[src/rtl/inst_fetch_resp.sv]
// Instruction-fetch responder: single-outstanding memory fetch, flush-aware, optional FETCH_BUF_EN last-fetch buffer.
// Latency: 3 cycles ce->inst_valid on a miss with immediate gnt/rvalid; 1 cycle on misalign or buffer hit.
// Backpressure: stall_req holds PC and IF/ID while a fetch is pending; memory gnt/rvalid latency is unbounded.
module inst_fetch_resp #(
    parameter int ADDR_W = 32,
    parameter int DATA_W = 32
) (
    input  logic              clk,
    input  logic              rst,
    input  logic              ce,
    input  logic [ADDR_W-1:0] pc,
    input  logic              flush,
    output logic              stall_req,
    output logic [DATA_W-1:0] inst,
    output logic              inst_valid,
    output logic              addr_err,
    output logic              mem_req,
    output logic [ADDR_W-1:0] mem_addr,
    input  logic              mem_gnt,
    input  logic              mem_rvalid,
    input  logic [DATA_W-1:0] mem_rdata
);

    typedef enum logic [1:0] {IDLE, REQ, WAIT, DROP} state_t;

    state_t            state, state_nxt;
    logic              drop_flag, drop_flag_nxt;
    logic [DATA_W-1:0] inst_nxt;
    logic              inst_valid_nxt, addr_err_nxt, mem_req_nxt;
    logic [ADDR_W-1:0] mem_addr_nxt;
    logic              buffer_hit;
    logic [DATA_W-1:0] buf_data;

    logic              aligned;
    logic [ADDR_W-1:0] word_addr;
    assign aligned   = (pc[1:0] == 2'b00);
    assign word_addr = {pc[ADDR_W-1:2], 2'b00};

`ifdef FETCH_BUF_EN
    logic              buf_vld;
    logic [ADDR_W-1:0] buf_tag;
    logic              buf_fill;

    // Only responses actually handed to IF/ID are cached; flush never invalidates.
    assign buf_fill   = (state == WAIT) && mem_rvalid && !flush;
    assign buffer_hit = buf_vld && (buf_tag == word_addr);

    always_ff @(posedge clk or negedge rst) begin
        if (!rst) begin
            buf_vld  <= 1'b0;
            buf_tag  <= '0;
            buf_data <= '0;
        end else if (buf_fill) begin
            buf_vld  <= 1'b1;
            buf_tag  <= mem_addr;
            buf_data <= mem_rdata;
        end
    end
`else
    assign buffer_hit = 1'b0;
    assign buf_data   = '0;
`endif

    always_ff @(posedge clk or negedge rst) begin
        if (!rst) begin
            state      <= IDLE;
            drop_flag  <= 1'b0;
            inst       <= '0;
            inst_valid <= 1'b0;
            addr_err   <= 1'b0;
            mem_req    <= 1'b0;
            mem_addr   <= '0;
        end else begin
            state      <= state_nxt;
            drop_flag  <= drop_flag_nxt;
            inst       <= inst_nxt;
            inst_valid <= inst_valid_nxt;
            addr_err   <= addr_err_nxt;
            mem_req    <= mem_req_nxt;
            mem_addr   <= mem_addr_nxt;
        end
    end

    always_comb begin
        state_nxt      = state;
        drop_flag_nxt  = drop_flag;
        inst_nxt       = inst;
        inst_valid_nxt = 1'b0;
        addr_err_nxt   = 1'b0;
        mem_req_nxt    = mem_req;
        mem_addr_nxt   = mem_addr;
        case (state)
            IDLE: begin
                if (ce && !flush) begin
                    if (!aligned) begin
                        addr_err_nxt   = 1'b1;
                        inst_valid_nxt = 1'b1;
                        inst_nxt       = '0;
                    end else if (buffer_hit) begin
                        inst_nxt       = buf_data;
                        inst_valid_nxt = 1'b1;
                    end else begin
                        mem_addr_nxt = word_addr;
                        mem_req_nxt  = 1'b1;
                        state_nxt    = REQ;
                    end
                end
            end
            REQ: begin
                // The request stays up until granted; a flush only marks the response for discard.
                if (flush) drop_flag_nxt = 1'b1;
                if (mem_gnt) begin
                    mem_req_nxt = 1'b0;
                    state_nxt   = (flush || drop_flag) ? DROP : WAIT;
                end
            end
            WAIT: begin
                if (mem_rvalid) begin
                    state_nxt = IDLE;
                    if (!flush) begin
                        inst_nxt       = mem_rdata;
                        inst_valid_nxt = 1'b1;
                    end
                end else if (flush) begin
                    drop_flag_nxt = 1'b1;
                    state_nxt     = DROP;
                end
            end
            DROP: begin
                if (mem_rvalid) begin
                    drop_flag_nxt = 1'b0;
                    state_nxt     = IDLE;
                end
            end
            default: state_nxt = IDLE;
        endcase
    end

    assign stall_req = (state != IDLE) || (ce && !flush && aligned && !buffer_hit);

endmodule

[config.mk]
export PLATFORM = sky130hd
export DESIGN_NAME = inst_fetch_resp
export DESIGN_NICKNAME = d
export VERILOG_FILES = /design/src/rtl/inst_fetch_resp.sv
export SDC_FILE = /design/constraint.sdc
export NUM_CORES = 1
export LEC_CHECK = 0
export BUFFER_PORTS_ARGS = -buffer_cell sky130_fd_sc_hd__buf_4
export CORE_ASPECT_RATIO = 0.5
export CORE_MARGIN = 2
export CORE_UTILIZATION = 40
export CTS_CLUSTER_DIAMETER = 40
export CTS_CLUSTER_SIZE = 14
export DETAILED_ROUTE_END_ITERATION = 16
export PLACE_DENSITY = 0.81
export SLEW_MARGIN = 15
export SYNTH_ARGS = -nofsm -noshare
export SYNTH_HDL_FRONTEND = slang
export SYNTH_SLANG_ARGS = --single-unit
[constraint.sdc]
create_clock -name clk -period 3.2 [get_ports clk]
set_clock_uncertainty 0.2 [all_clocks]
set_input_delay 0.32 -clock clk [delete_from_list [all_inputs] [get_ports clk]]
set_output_delay 0.32 -clock clk [all_outputs]
set_load 0.03 [all_outputs]
==> results by group <==
Logic synthesis
  – Library cell with the largest summed area after synthesis: sky130_fd_sc_hd__dfrtp_1
  – Post-synthesis cell type count: 29
  – XOR/XNOR Fraction of Synth Area: 0%
  – Yosys top cell area share: 58.7%
  – Portion of the post-synthesis area used by sequential elements: 58.7%
  – Synth Area in Compound Gates: approximately 2.5%
  – Synth Area per Inst: about 12 um^2
  – Async set-or-reset flop fraction in the synthesized netlist: 100%
  – Cell area after technology mapping: about 2900 um^2
  – Leading cell types by total area after synthesis: sky130_fd_sc_hd__dfrtp_1, sky130_fd_sc_hd__mux2i_1, sky130_fd_sc_hd__mux2_2
  – Most used flip-flop cell after synthesis: sky130_fd_sc_hd__dfrtp_1
  – Cell count after synthesis: 235
  – Most frequent cells after synthesis: sky130_fd_sc_hd__dfrtp_1, sky130_fd_sc_hd__nand2_1, sky130_fd_sc_hd__inv_1
  – Simple-gate portion of the synthesized area: 7.55%
  – Total number of yosys warnings: 0
  – Post-Synth Adder-Cell Area: 0%
  – Mux cell area share after synthesis: 22.7%
  – Synth Register Bits: 68
  – Most instantiated library cell after synthesis: sky130_fd_sc_hd__dfrtp_1
  – Main combinational cell family by area after synthesis: multiplexers
  – Number of flops mapped to enable cells by yosys: 0

Clock network
  – Skew-Pair Late Insertion Delay: 0.31 ns
  – Clock edge transition at the registers on the reported setup and hold paths: 0.05 ns
  – TritonCTS clock tree: yes
  – Count of buffers added by post-CTS timing repair for setup: 0
  – Htree depth: 3
  – Number of buffers inserted by hold repair at cts: 1
  – Number of CTS-inserted buffers: 9
  – Bufs on Longest Clock Path: 2
  – Clock tree root driver cell: sky130_fd_sc_hd__clkbuf_16
  – CTS Sinks: 68
  – Gates resized, CTS repair: 0

Global routing
  – Final global-route overflow total: 0
  – Total GRT Usage: 17.1%
  – Wire length of the first global-routing pass: around 11000 um
  – Number of global-route vias before repair: 2289
  – Antenna violations before repair: 0
  – Maximum number of pins on one net before global-route repair: 69

Place
  – Port buffer count: 135
  – Pre-CTS setup slack: about 0.96 ns
  – Placed wire-length estimate: 4920 um
  – Placer Congestion: just under 0.8

Timing
  – RSZ-0062 raised after global routing: false
  – Final total negative setup slack: 0 ns
  – Setup violations, final: 0
  – Minimum setup slack in the final design: 0.967 ns
  – Hold Vio Cnt, Final: 0
  – Slew at the pin closest to its max-slew limit: roughly 0.83 ns
  – Portion of the clock cycle consumed by the worst path in the final layout: roughly 70%
  – Relative slew slack: 44.6%
  – Min cycle time layout: 2.23 ns
  – Peak Freq: roughly 0.45 GHz
  – Max Slew Vio Count: 0

Power and ir drop
  – Leak: roughly 2.1 nW
  – Power density normalized to cell area: 1060 nW/um^2
  – Max VDD drop: 0.530 mV

Detailed routing
  – Total vias in the final route: 2133
  – Routed length per instance: 14.2 um
  – Final ANT Viol Nets: 0
  – Wirelength, routed: 6640 um
  – DR iter-0 viols: between 70 and 80
  – DRC violations left: 0
  – Vias per Instance: about 4.6
  – First-pass iteration count of the detailed router: 4

Setup path
  – Peak fanout along the critical path: 21
  – Worst path buffer plus inverter count: 1
  – Ordered list of cells on the worst path: nor2_1, nand4_1, buf_12, mux2_1
  – Critical path origin: state[1]
  – CP delay by family, top: simple AND/OR/NAND/NOR gates
  – Required time of the critical path: approximately 3.2 ns
  – Critical Path Start Type: flop
  – Destination of the critical timing path: mem_addr[16]
  – CP Data Arrival Time: 2.23 ns
  – Reg-to-reg critical path endpoint: mem_addr[16]
  – CP Capture Type: flop
  – Class of the most critical setup path: flop to flop
  – Cell with the largest stage delay on the worst path: sky130_fd_sc_hd__nand4_1
  – Critical register-to-register path startpoint: state[1]
  – Setup slack on the worst flop-to-flop path: around 0.97 ns
  – Cell depth of the worst setup path: 4
  – Max stage delay on crit path: 0.53 ns
  – Path depth of the worst reg2reg path: 4

Job
  – Max cap viols: 0

Die
  – Initial cell density of the core: between 40% and 50%
  – Core Rows: 21
  – Floorplan Core Area: 6860 um^2
  – I/O Pins: between 100 and 150
  – Die outline width: 124 um
  – Die height: 64.2 um
  – Floorplan die area: 7990 um^2

Finish
  – Relative area change from synthesis to final layout: 46.3%
  – Number of filler instances in the final layout: around 560
  – Ratio of cells with drive above 1 in the final layout: roughly half
  – Diodes inserted: 0
  – Post-route core utilization: 61.9%
  – Nets: 441

Outcome
  – Outcome: completed

Worst hold path
  – Type of the most critical hold path: input port to flop
==> stage by stage <==
stage | hold WS, ns | std cells | instance area (um^2) | total power [mW]
finish | 0.0160 | 467 | 4240 | 4.51
global route | 0.00771 | 467 | 4240 | 4.75
CTS | 0.00176 | 467 | 4240 | 4.56
detailed placement | 0.266 | 451 | 3940 | 3.61
global placement | 0.263 | 451 | 3940 | 3.54
floorplan | -0.176 | 236 | 2900 | 2.80
==> routing by layer <==
layer / GRT usage (%) / wire length (um) / vias to the layer above
li1: - / - / 1026
met1: 19.0 / 2590 / 1056
met2: 31.5 / 3740 / 45
met3: 4.94 / 235 / 6
met4: 6.46 / 72 / 0
met5: 0 / 0 / -
==> state kept, by name, indices dropped and copies added (netlist names) <==
| signal | cells |
|---|---|
| drop_flag | 1 |
| state | 2 |
| inst_valid | 1 |
| addr_err | 1 |
| mem_addr | 30 |
| mem_req | 1 |
| inst | 32 |
==> cells by family after synthesis <==
family	Yosys count
buffers and inverters	48
other	1
flip-flops	68
AND/OR/NAND/NOR	47
AO/OA/AOI/OAI	9
multiplexers	62
==> worst min path at each step <==
stage	start	endpoint	slack, ns	depth (start not counted)
global route	pc[20]	mem_addr[20]	0.008	2
global placement	rst	mem_addr[28]	0.26	1
finish	pc[20]	mem_addr[20]	0.02	2
detailed placement	rst	mem_addr[28]	0.27	1
CTS	pc[15]	mem_addr[15]	0.002	2
floorplan	rst	addr_err	-0.18	0
==> worst register-to-register path, cell delays in order (launching register included) <==
cell and delay [ns]:
sky130_fd_sc_hd__dfrtp_1 0.48, sky130_fd_sc_hd__nor2_1 0.19, sky130_fd_sc_hd__nand4_1 0.53, sky130_fd_sc_hd__buf_12 0.39
sky130_fd_sc_hd__mux2_1 0.33
==> cell type report <==
cell class | count | area, um^2 | area share [%]
clock buffer | 14 | 284 | 6.69
inverter | 34 | 128 | 3.01
multi-input combinational | 120 | 958 | 22.6
timing repair buffer | 138 | 1050 | 24.8
tap | 92 | 115 | 2.71
clock inverter | 1 | 5.00 | 0.118
sequential | 68 | 1700 | 40.1
==> power by group <==
group          switching [mW]  internal, mW
Clock                   0.323         0.603
Combinational            1.26         0.829
Sequential              0.250          1.25
Total                    1.83          2.68
==> placed cells by master, fill, tap and decap left out, drive strengths merged <==
| master | synthesis | layout |
|---|---|---|
| nand4bb | 1 | 1 |
| clkbuf | 1 | 14 |
| buf | 13 | 137 |
| clkinv | 0 | 1 |
| nand4 | 1 | 1 |
| o31ai | 2 | 2 |
| mux2i | 32 | 32 |
| nand3b | 1 | 1 |
| conb | 1 | 2 |
| and2b | 1 | 1 |
| nand2b | 1 | 1 |
| mux2 | 30 | 30 |
| a32o | 1 | 1 |
| dlygate4sd3 | 0 | 1 |
| nand2 | 36 | 36 |
| inv | 34 | 34 |
| nor3 | 1 | 1 |
| or2 | 1 | 1 |
| a21oi | 1 | 1 |
| o221ai | 1 | 1 |
| o21ai | 3 | 3 |
| a31oi | 1 | 1 |
| or2b | 1 | 1 |
| nor2 | 3 | 3 |
| dfrtp | 68 | 68 |
Power figures use the tool's default switching activity.
